$ cat src/rtl/riscv_fetch_pkg.sv
// Shared types and constants for the RV32 instruction-fetch stage.
package riscv_fetch_pkg;

    localparam int unsigned      XLEN             = 32;
    localparam logic [XLEN-1:0]  RESET_PC_DEFAULT = 32'h0000_0000;
    localparam logic [XLEN-1:0]  NOP_INSTR        = 32'h0000_0013;

    typedef struct packed {
        logic [XLEN-1:0] pc;
        logic [XLEN-1:0] instr;
    } fetch_entry_t;

endpackage

$ cat src/rtl/fetch_fifo.sv
// Synchronous power-of-two FIFO of {pc, instr} entries with flush, occupancy
// count and a registered head view.
module fetch_fifo
    import riscv_fetch_pkg::*;
#(
    parameter  int unsigned DEPTH = 2,
    localparam int unsigned AW    = (DEPTH > 1) ? $clog2(DEPTH) : 1,
    localparam int unsigned CW    = $clog2(DEPTH) + 1
) (
    input  logic         clk,
    input  logic         rst,
    input  logic         flush_i,
    input  logic         push_i,
    input  fetch_entry_t push_data_i,
    input  logic         pop_i,
    output logic [CW-1:0] occ_o,
    output fetch_entry_t head_o
);

    fetch_entry_t  mem_q [DEPTH];
    fetch_entry_t  mem_d [DEPTH];
    logic [AW-1:0] wr_ptr_q, wr_ptr_d;
    logic [AW-1:0] rd_ptr_q, rd_ptr_d;
    logic [CW-1:0] occ_q, occ_d;
    logic          do_push_s;
    logic          do_pop_s;

    // Next-state for storage, pointers and occupancy; flush dominates.
    always_comb begin
        mem_d     = mem_q;
        wr_ptr_d  = wr_ptr_q;
        rd_ptr_d  = rd_ptr_q;
        occ_d     = occ_q;
        do_push_s = push_i && (occ_q != CW'(DEPTH));
        do_pop_s  = pop_i && (occ_q != '0);
        if (flush_i) begin
            wr_ptr_d = '0;
            rd_ptr_d = '0;
            occ_d    = '0;
        end else begin
            if (do_push_s) begin
                mem_d[wr_ptr_q] = push_data_i;
                wr_ptr_d        = wr_ptr_q + AW'(1);
            end else begin
                wr_ptr_d = wr_ptr_q;
            end
            if (do_pop_s) begin
                rd_ptr_d = rd_ptr_q + AW'(1);
            end else begin
                rd_ptr_d = rd_ptr_q;
            end
            occ_d = occ_q + CW'(do_push_s) - CW'(do_pop_s);
        end
    end

    // State registers; storage cleared so the head reads zero after reset.
    always_ff @(posedge clk or posedge rst) begin
        if (rst) begin
            for (int i = 0; i < int'(DEPTH); i++) begin
                mem_q[i] <= '0;
            end
            wr_ptr_q <= '0;
            rd_ptr_q <= '0;
            occ_q    <= '0;
        end else begin
            mem_q    <= mem_d;
            wr_ptr_q <= wr_ptr_d;
            rd_ptr_q <= rd_ptr_d;
            occ_q    <= occ_d;
        end
    end

    assign occ_o  = occ_q;
    assign head_o = mem_q[rd_ptr_q];

endmodule

$ cat src/rtl/instr_fetch.sv
// RV32 instruction-fetch stage: PC, request credit, stale-response dropping.
// Optional misaligned-redirect fault/halt under IFETCH_MISALIGN_CHK_EN.
module instr_fetch
    import riscv_fetch_pkg::*;
#(
    parameter logic [XLEN-1:0] RESET_PC   = RESET_PC_DEFAULT,
    parameter int unsigned     FIFO_DEPTH = 2
) (
    input  logic            clk,
    input  logic            rst,
    output logic            imem_req_valid,
    input  logic            imem_req_ready,
    output logic [XLEN-1:0] imem_addr,
    input  logic            imem_rsp_valid,
    input  logic [XLEN-1:0] imem_rsp_data,
    input  logic            redirect_valid,
    input  logic [XLEN-1:0] redirect_pc,
    output logic            instr_valid,
    input  logic            instr_ready,
    output logic [XLEN-1:0] instr_o,
    output logic [XLEN-1:0] pc_o,
    output logic            instr_fault
);

    localparam int unsigned CW      = $clog2(FIFO_DEPTH) + 1;
    localparam logic [CW:0] DEPTH_W = FIFO_DEPTH[CW:0];

    logic [XLEN-1:0] pc_q, pc_d;
    logic [CW-1:0]   out_cnt_q, out_cnt_d;
    logic [CW-1:0]   drop_cnt_q, drop_cnt_d;
    logic [CW-1:0]   occ_s;
    logic [CW:0]     credit_s;
    logic            halt_s;
    logic            req_fire_s;
    logic            rsp_fire_s;
    logic            push_s;
    logic            pop_s;
    logic [XLEN-1:0] rsp_pc_s;
    fetch_entry_t    push_data_s;
    fetch_entry_t    head_s;

`ifdef IFETCH_MISALIGN_CHK_EN
    logic fault_q, fault_d;

    // Sticky fault: set by a misaligned redirect, cleared by an aligned one.
    always_comb begin
        fault_d = fault_q;
        if (redirect_valid) begin
            fault_d = (redirect_pc[1:0] != 2'b00);
        end else begin
            fault_d = fault_q;
        end
    end

    // Fault register.
    always_ff @(posedge clk or posedge rst) begin
        if (rst) begin
            fault_q <= 1'b0;
        end else begin
            fault_q <= fault_d;
        end
    end

    assign halt_s      = fault_q;
    assign instr_fault = fault_q;
`else
    assign halt_s      = 1'b0;
    assign instr_fault = 1'b0;
`endif

    assign credit_s       = {1'b0, out_cnt_q} + {1'b0, occ_s};
    assign imem_req_valid = !rst && !redirect_valid && !halt_s && (credit_s < DEPTH_W);
    assign imem_addr      = pc_q;
    assign req_fire_s     = imem_req_valid && imem_req_ready;
    assign rsp_fire_s     = imem_rsp_valid && (out_cnt_q != '0);

    // Once no stale responses remain, outstanding requests are contiguous up to pc.
    assign rsp_pc_s    = pc_q - (XLEN'(out_cnt_q) << 2);
    assign push_data_s = '{pc: rsp_pc_s, instr: imem_rsp_data};

    assign instr_valid = (occ_s != '0) && !redirect_valid;
    assign pop_s       = instr_valid && instr_ready;
    assign instr_o     = head_s.instr;
    assign pc_o        = head_s.pc;

    // PC, outstanding and drop bookkeeping; a redirect turns all in-flight work stale.
    always_comb begin
        pc_d       = pc_q;
        out_cnt_d  = out_cnt_q;
        drop_cnt_d = drop_cnt_q;
        push_s     = 1'b0;
        if (redirect_valid) begin
            pc_d       = redirect_pc & 32'hFFFF_FFFC;
            out_cnt_d  = out_cnt_q - CW'(rsp_fire_s);
            drop_cnt_d = out_cnt_q - CW'(rsp_fire_s);
        end else begin
            if (req_fire_s) begin
                pc_d = pc_q + 32'd4;
            end else begin
                pc_d = pc_q;
            end
            out_cnt_d = out_cnt_q + CW'(req_fire_s) - CW'(rsp_fire_s);
            if (rsp_fire_s && (drop_cnt_q != '0)) begin
                drop_cnt_d = drop_cnt_q - CW'(1);
            end else if (rsp_fire_s) begin
                push_s = 1'b1;
            end else begin
                drop_cnt_d = drop_cnt_q;
            end
        end
    end

    // PC and counter registers.
    always_ff @(posedge clk or posedge rst) begin
        if (rst) begin
            pc_q       <= RESET_PC;
            out_cnt_q  <= '0;
            drop_cnt_q <= '0;
        end else begin
            pc_q       <= pc_d;
            out_cnt_q  <= out_cnt_d;
            drop_cnt_q <= drop_cnt_d;
        end
    end

    fetch_fifo #(
        .DEPTH(FIFO_DEPTH)
    ) u_fifo (
        .clk        (clk),
        .rst        (rst),
        .flush_i    (redirect_valid),
        .push_i     (push_s),
        .push_data_i(push_data_s),
        .pop_i      (pop_s),
        .occ_o      (occ_s),
        .head_o     (head_s)
    );

endmodule
$ cat config.mk
export PLATFORM = sky130hd
export DESIGN_NAME = instr_fetch
export DESIGN_NICKNAME = d
export VERILOG_FILES = /design/src/rtl/riscv_fetch_pkg.sv /design/src/rtl/fetch_fifo.sv /design/src/rtl/instr_fetch.sv
export SDC_FILE = /design/constraint.sdc
export NUM_CORES = 1
export LEC_CHECK = 0
export CORE_ASPECT_RATIO = 0.7
export CORE_MARGIN = 3
export CORE_UTILIZATION = 40
export CTS_CLUSTER_SIZE = 14
export DETAILED_ROUTE_END_ITERATION = 8
export PLACE_DENSITY = 0.67
export SLEW_MARGIN = 25
export SYNTH_ARGS = -nofsm -noshare
export SYNTH_HDL_FRONTEND = slang
export SYNTH_HIERARCHICAL = 1
export SYNTH_SLANG_ARGS = --single-unit
export TNS_END_PERCENT = 5
$ cat constraint.sdc
create_clock -name clk -period 4.7 [get_ports clk]
set_input_delay 0.94 -clock clk [delete_from_list [all_inputs] [get_ports clk]]
set_output_delay 0.94 -clock clk [all_outputs]
set_load 0.05 [all_outputs]
After elaboration in Yosys (flattened, before gate mapping)
Cells that the tools add are included.
{"block": "op_classes", "n_mux": 19, "n_reduce_logical": 20, "n_lt_le_gt_ge": 4, "addsub": 11, "eq_ne": 1, "bitwise": 3}
{"operator": "$mux 64", "count": 4}
{"operator": "$bwmux 128", "count": 1}
{"operator": "$demux 64 s1", "count": 1}
{"operator": "$mux 32", "count": 2}
{"operator": "$add 32x3->32 const B", "count": 1}
{"operator": "$sub 32x4->32", "count": 1}
{"operator": "$reduce_bool 2->1", "count": 7}
{"operator": "$logic_and 1x1->1", "count": 10}
{"operator": "$mux 2", "count": 4}
{"operator": "$mux 1", "count": 7}
{"operator": "$sub 2x1->2", "count": 3}
{"operator": "$add 2x1->2", "count": 2}
{"operator": "$ge 2x2->1 const B", "count": 2}
{"operator": "$not 1->2", "count": 2}
{"operator": "$add 2x2->3", "count": 1}
{"operator": "$lt 3x2->1 const B", "count": 1}
{"operator": "$add 1x1->1 const B", "count": 2}
{"operator": "$logic_not 1->1", "count": 2}
{"operator": "$lt 2x1->1 const B", "count": 1}
{"operator": "$ne 2x2->1 const B", "count": 1}
{"operator": "$reduce_and 2->1", "count": 1}
{"operator": "$sub 2x1->2 const B", "count": 1}
{"operator": "$not 1->1", "count": 1}
{"block": "totals", "regBits": 168, "output_inout_bits": 99, "elab_cells": 68, "in_bits": 70}

Longest topological paths before layout
{"block": "depth", "word_depth": 9, "mapped_depth": 13, "ltp_nobuf": 11}

Hierarchy
Netlist, hierarchy kept.
{"mod": "fetch_fifo", "instances": 1, "area_each_um2": 5898.2, "cells_each": 364, "seq_area_each_um2": 3303.2}
{"mod": "instr_fetch", "instances": 1, "area_each_um2": 2796.4, "cells_each": 354, "seq_area_each_um2": 850.8}

Least setup slack after synthesis
Ideal clock, no wire load.
{"block": "synth_timing", "kind": "flip-flop to flip-flop", "start": "register u_fifo.occ_q[0] (netlist: u_fifo/occ_o[0])", "end": "register out_cnt_q[1]", "setup_time_ns": 0.080, "arrival_time_ns": 3.707, "n_path_buf": 2, "synth_period_minus_slack_ns": 3.787, "required_time_ns": 4.620, "path_slack_ns": 0.913, "path_stages_with_launch": 14, "cell_sequence": "dfrtp_1 -> and2_1 -> fa_1 -> nor4_2 -> and2_1 -> clkbuf_1 -> inv_1 -> clkbuf_1 -> ha_1 -> inv_1 -> ha_1 -> xnor2_1 -> o21ai_0 -> xnor2_1"}
{"block": "synth_between", "elab_chain_len": 7}
{"item": "start, declared", "line_no": "fetch_fifo.sv:24", "source": "logic [CW-1:0] occ_q, occ_d;"}
{"item": "start signal, assigned", "line_no": "fetch_fifo.sv:64", "source": "occ_q <= '0;"}
{"item": "start signal, assigned", "line_no": "fetch_fifo.sv:69", "source": "occ_q <= occ_d;"}
{"item": "$add 2x2->3", "line_no": "instr_fetch.sv:71", "source": "assign credit_s = {1'b0, out_cnt_q} + {1'b0, occ_s};"}
{"item": "$lt 3x2->1", "line_no": "instr_fetch.sv:72", "source": "assign imem_req_valid = !rst && !redirect_valid && !halt_s && (credit_s < DEPTH_W);"}
{"item": "$logic_and 1x1->1", "line_no": "instr_fetch.sv:72"}
{"item": "net imem_req_valid", "line_no": "instr_fetch.sv:11", "source": "output logic imem_req_valid,"}
{"item": "$logic_and 1x1->1", "line_no": "instr_fetch.sv:74", "source": "assign req_fire_s = imem_req_valid && imem_req_ready;"}
{"item": "$add 2x1->2", "line_no": "instr_fetch.sv:102", "source": "out_cnt_d = out_cnt_q + CW'(req_fire_s) - CW'(rsp_fire_s);"}
{"item": "$sub 2x1->2", "line_no": "instr_fetch.sv:102"}
{"item": "$mux 2", "line_no": "instr_fetch.sv:92", "source": "if (redirect_valid) begin"}
{"item": "net out_cnt_d[1]", "line_no": "instr_fetch.sv:29", "source": "logic [CW-1:0] out_cnt_q, out_cnt_d;"}
{"item": "end signal, assigned", "line_no": "instr_fetch.sv:121", "source": "out_cnt_q <= out_cnt_d;"}
{"item": "end, declared", "line_no": "instr_fetch.sv:29"}
The timed path passes the listed nets, and every way through them passes these cells.
A chain may end at the register's enable or synchronous reset.

Final worst setup path
{"block": "layout_timing", "start": "input rst", "end": "output imem_req_valid"}
{"block": "layout_between", "elab_chain_len": 3}
{"item": "start, declared", "line_no": "instr_fetch.sv:10", "source": "input logic rst,"}
{"item": "$logic_not 1->1 (no source line)"}
{"item": "$logic_and 1x1->1 (2 in series)", "line_no": "instr_fetch.sv:72"}
{"item": "end, declared", "line_no": "instr_fetch.sv:11"}
No other way between the ends.

==> results.toml <==
[outcome]
outcome = "finished, final reports clean"

[sta]
tightest_slew_ns = 0.9013
setup_viol = 0
hold_viol = 0
post-route-period-util_pct = 82.65
fin_crit_ns = 3.884
clock_skew_ns = 0.008274
setup_slack_ns = 0.8155
finalMaxSlewViolations = 0
max_freq_ghz = 0.2574
setup_tns_ns = 0
rsz0062_at_grt = "false"
relSlewSlack_pct = 39.69

[placement]
place.gp.congestion = 0.8055
dpl_cell_area_um2 = 10560
pre_cts_slack_ns = 0.7455
hpwl_um = 14360
portBuffers = 163

[worst_setup_path]
cp-start-kind = "primary input"
cp-end-kind = "primary output"
required_ns = 3.76
worstSetupPathType = "primary input to primary output"
worstPathArrival_ns = 2.94
cp_max_fo = 4

[logic_synthesis]
synth.cell_area_um2 = 8695
yosysTopAreaCell = "dfrtp_1"
avgSynthCellArea_um2 = 12.11
synth_edf_count = 0
synth_top_cell_area_share_pct = 47.78
yosys_register_bits = 166
synthTopCellsByArea = "dfrtp_1, mux2_2, mux2_4"
yosysWarnings = 6
yosys-top-cells-count = "dfrtp_1, mux2_2, mux2_4"
async_reset_ff_share_pct = 100.0
netlist_instances = 718
yosysUniqueCellTypes = 54
yosysMostFrequentCell = "dfrtp_1"
ys.flop_type = "dfrtp_1"
synth-seq-area-share_pct = 47.78

[global_routing]
grt_pass1_wl_um = 34250
grt.total_usage_pct = 18.33
grt_overflow = 0
antenna_found_initial = 0
grt_start_max_net_pins = 65
grt_pass1_vias = 6066

[clock_network]
holdBufCountCts = 0
clk-insertion-delay-late_ns = 0.42
clkSlewWorstSetupHoldPaths_ns = 0.06
cts_buffers = 17
post_cts_buffers = 0
cts_resized = 0
cts_tree = "built"
cts_sinks = 166
cts_max_level = 4
clock_path_buffers = 2
cts_root_buffer = "clkbuf_16"

[route]
ant_nets = 0
drt_iter0_drc = 269
drc = 0
viasPerCell = 5.238
wirelength_um = 21070
wl_per_cell_um = 18.26
first_pass_iters = 5
vias = 6045

[die]
start_util_pct = 41.34
fp.dieH_um = 129.4
rows = 44
ioPinCount = 169
die-area_um2 = 23570
core_um2 = 21030
fp.dieW_um = 182.2

[power_and_ir_drop]
report.power.total_mw = 6.391
vdd_drop_max_v = 0.0003161
powerDensity_nw_per_um2 = 572.0
p_leak_nw = 4.995

[layout]
design_area_um2 = 11170
diodes = 0
nets = 946
area_delta_synth_final_pct = 28.52
fin_util_pct = 53.14
drive_above_1_share_pct = 27.68

[hold_path]
hp-class = "flip-flop to flip-flop"

[job]
drv_cap = 0
==> kinds of logic after synthesis <==
group                    share of synthesized area, %
multiplexers                                    26.94
flip-flops                                      47.78
AND/OR/NAND/NOR                                 10.09
buffers and inverters                           4.332
AO/OA/AOI/OAI                                   5.440
XOR/XNOR                                        3.626
adder cells (fa/ha/maj)                         1.756
other                                         0.04313
==> report_power, final <==
part           internal [mW]  total, mW  switching [mW]
Sequential              1.80       2.08           0.276
Combinational           1.21       2.85            1.64
Clock                  0.900       1.46           0.564
==> final timing paths <==
check	slack, ns	start	cells after the start	to
worst max-delay path	0.82	rst	3	imem_req_valid
worst max register to register	1.79	u_fifo/occ_o[0]	11	out_cnt_q[1]
worst min register to register	0.48	u_fifo/mem_q[78]	1	u_fifo/mem_q[78]
worst min-delay path	0.48	u_fifo/mem_q[78]	1	u_fifo/mem_q[78]
max in group asynchronous	2.72	rst	3	u_fifo/mem_q[26]
min in group asynchronous	1.07	rst	3	out_cnt_q[0]
==> through the flow <==
stage | instances | hold WS (ns)
global route | 1154 | 0.4994
CTS | 1154 | 0.4858
floorplan | 724 | 0.4541
detailed placement | 1122 | 0.4722
global placement | 1122 | 0.4647
finish | 1154 | 0.4813
==> routing by layer <==
| layer | GRT usage (%) | share of wire, % |
|---|---|---|
| met1 | 27.03 | 49 |
| met2 | 26.56 | 44 |
| met3 | 4.938 | 5.5 |
| met4 | 5.237 | 1.6 |
| met5 | 0 | 0 |
==> placed cells by master (no fill, tap or decap), types with 11 or more instances in the layout <==
cell type / instances
nor2_1: 26
xor2_1: 16
a21oi_1: 11
buf_4: 12
mux2_2: 150
mux2_4: 40
o21ai_0: 24
clkdlybuf4s50_1: 162
xnor2_1: 20
nand4_1: 11
clkbuf_16: 17
nand3_1: 21
dfrtp_1: 165
nand2_1: 39
inv_1: 19
==> cell type report <==
type / count / area (µm²)
clock buffers: 22 / 454.2
clock inverters: 10 / 152.6
fillers: 1829 / 9856
inverters: 20 / 77.57
multi-input cells: 481 / 4193
flip-flops and latches: 166 / 4155
well taps: 276 / 345.3
repair buffers: 179 / 1797
==> state kept, by name, indices dropped and copies added, names as in the netlist <==
register,count
u_fifo/rd_ptr_q,1
u_fifo/mem_q,128
drop_cnt_q,2
out_cnt_q,2
u_fifo/occ_o,2
imem_addr,30
u_fifo/wr_ptr_q,1
==> critical path, cell delays in order <==
cell and delay (ns):
clkdlybuf4s50_1 0.49, nor4_2 0.58, clkdlybuf4s50_1 0.92
No activity file was read; power rests on OpenSTA's default activity.
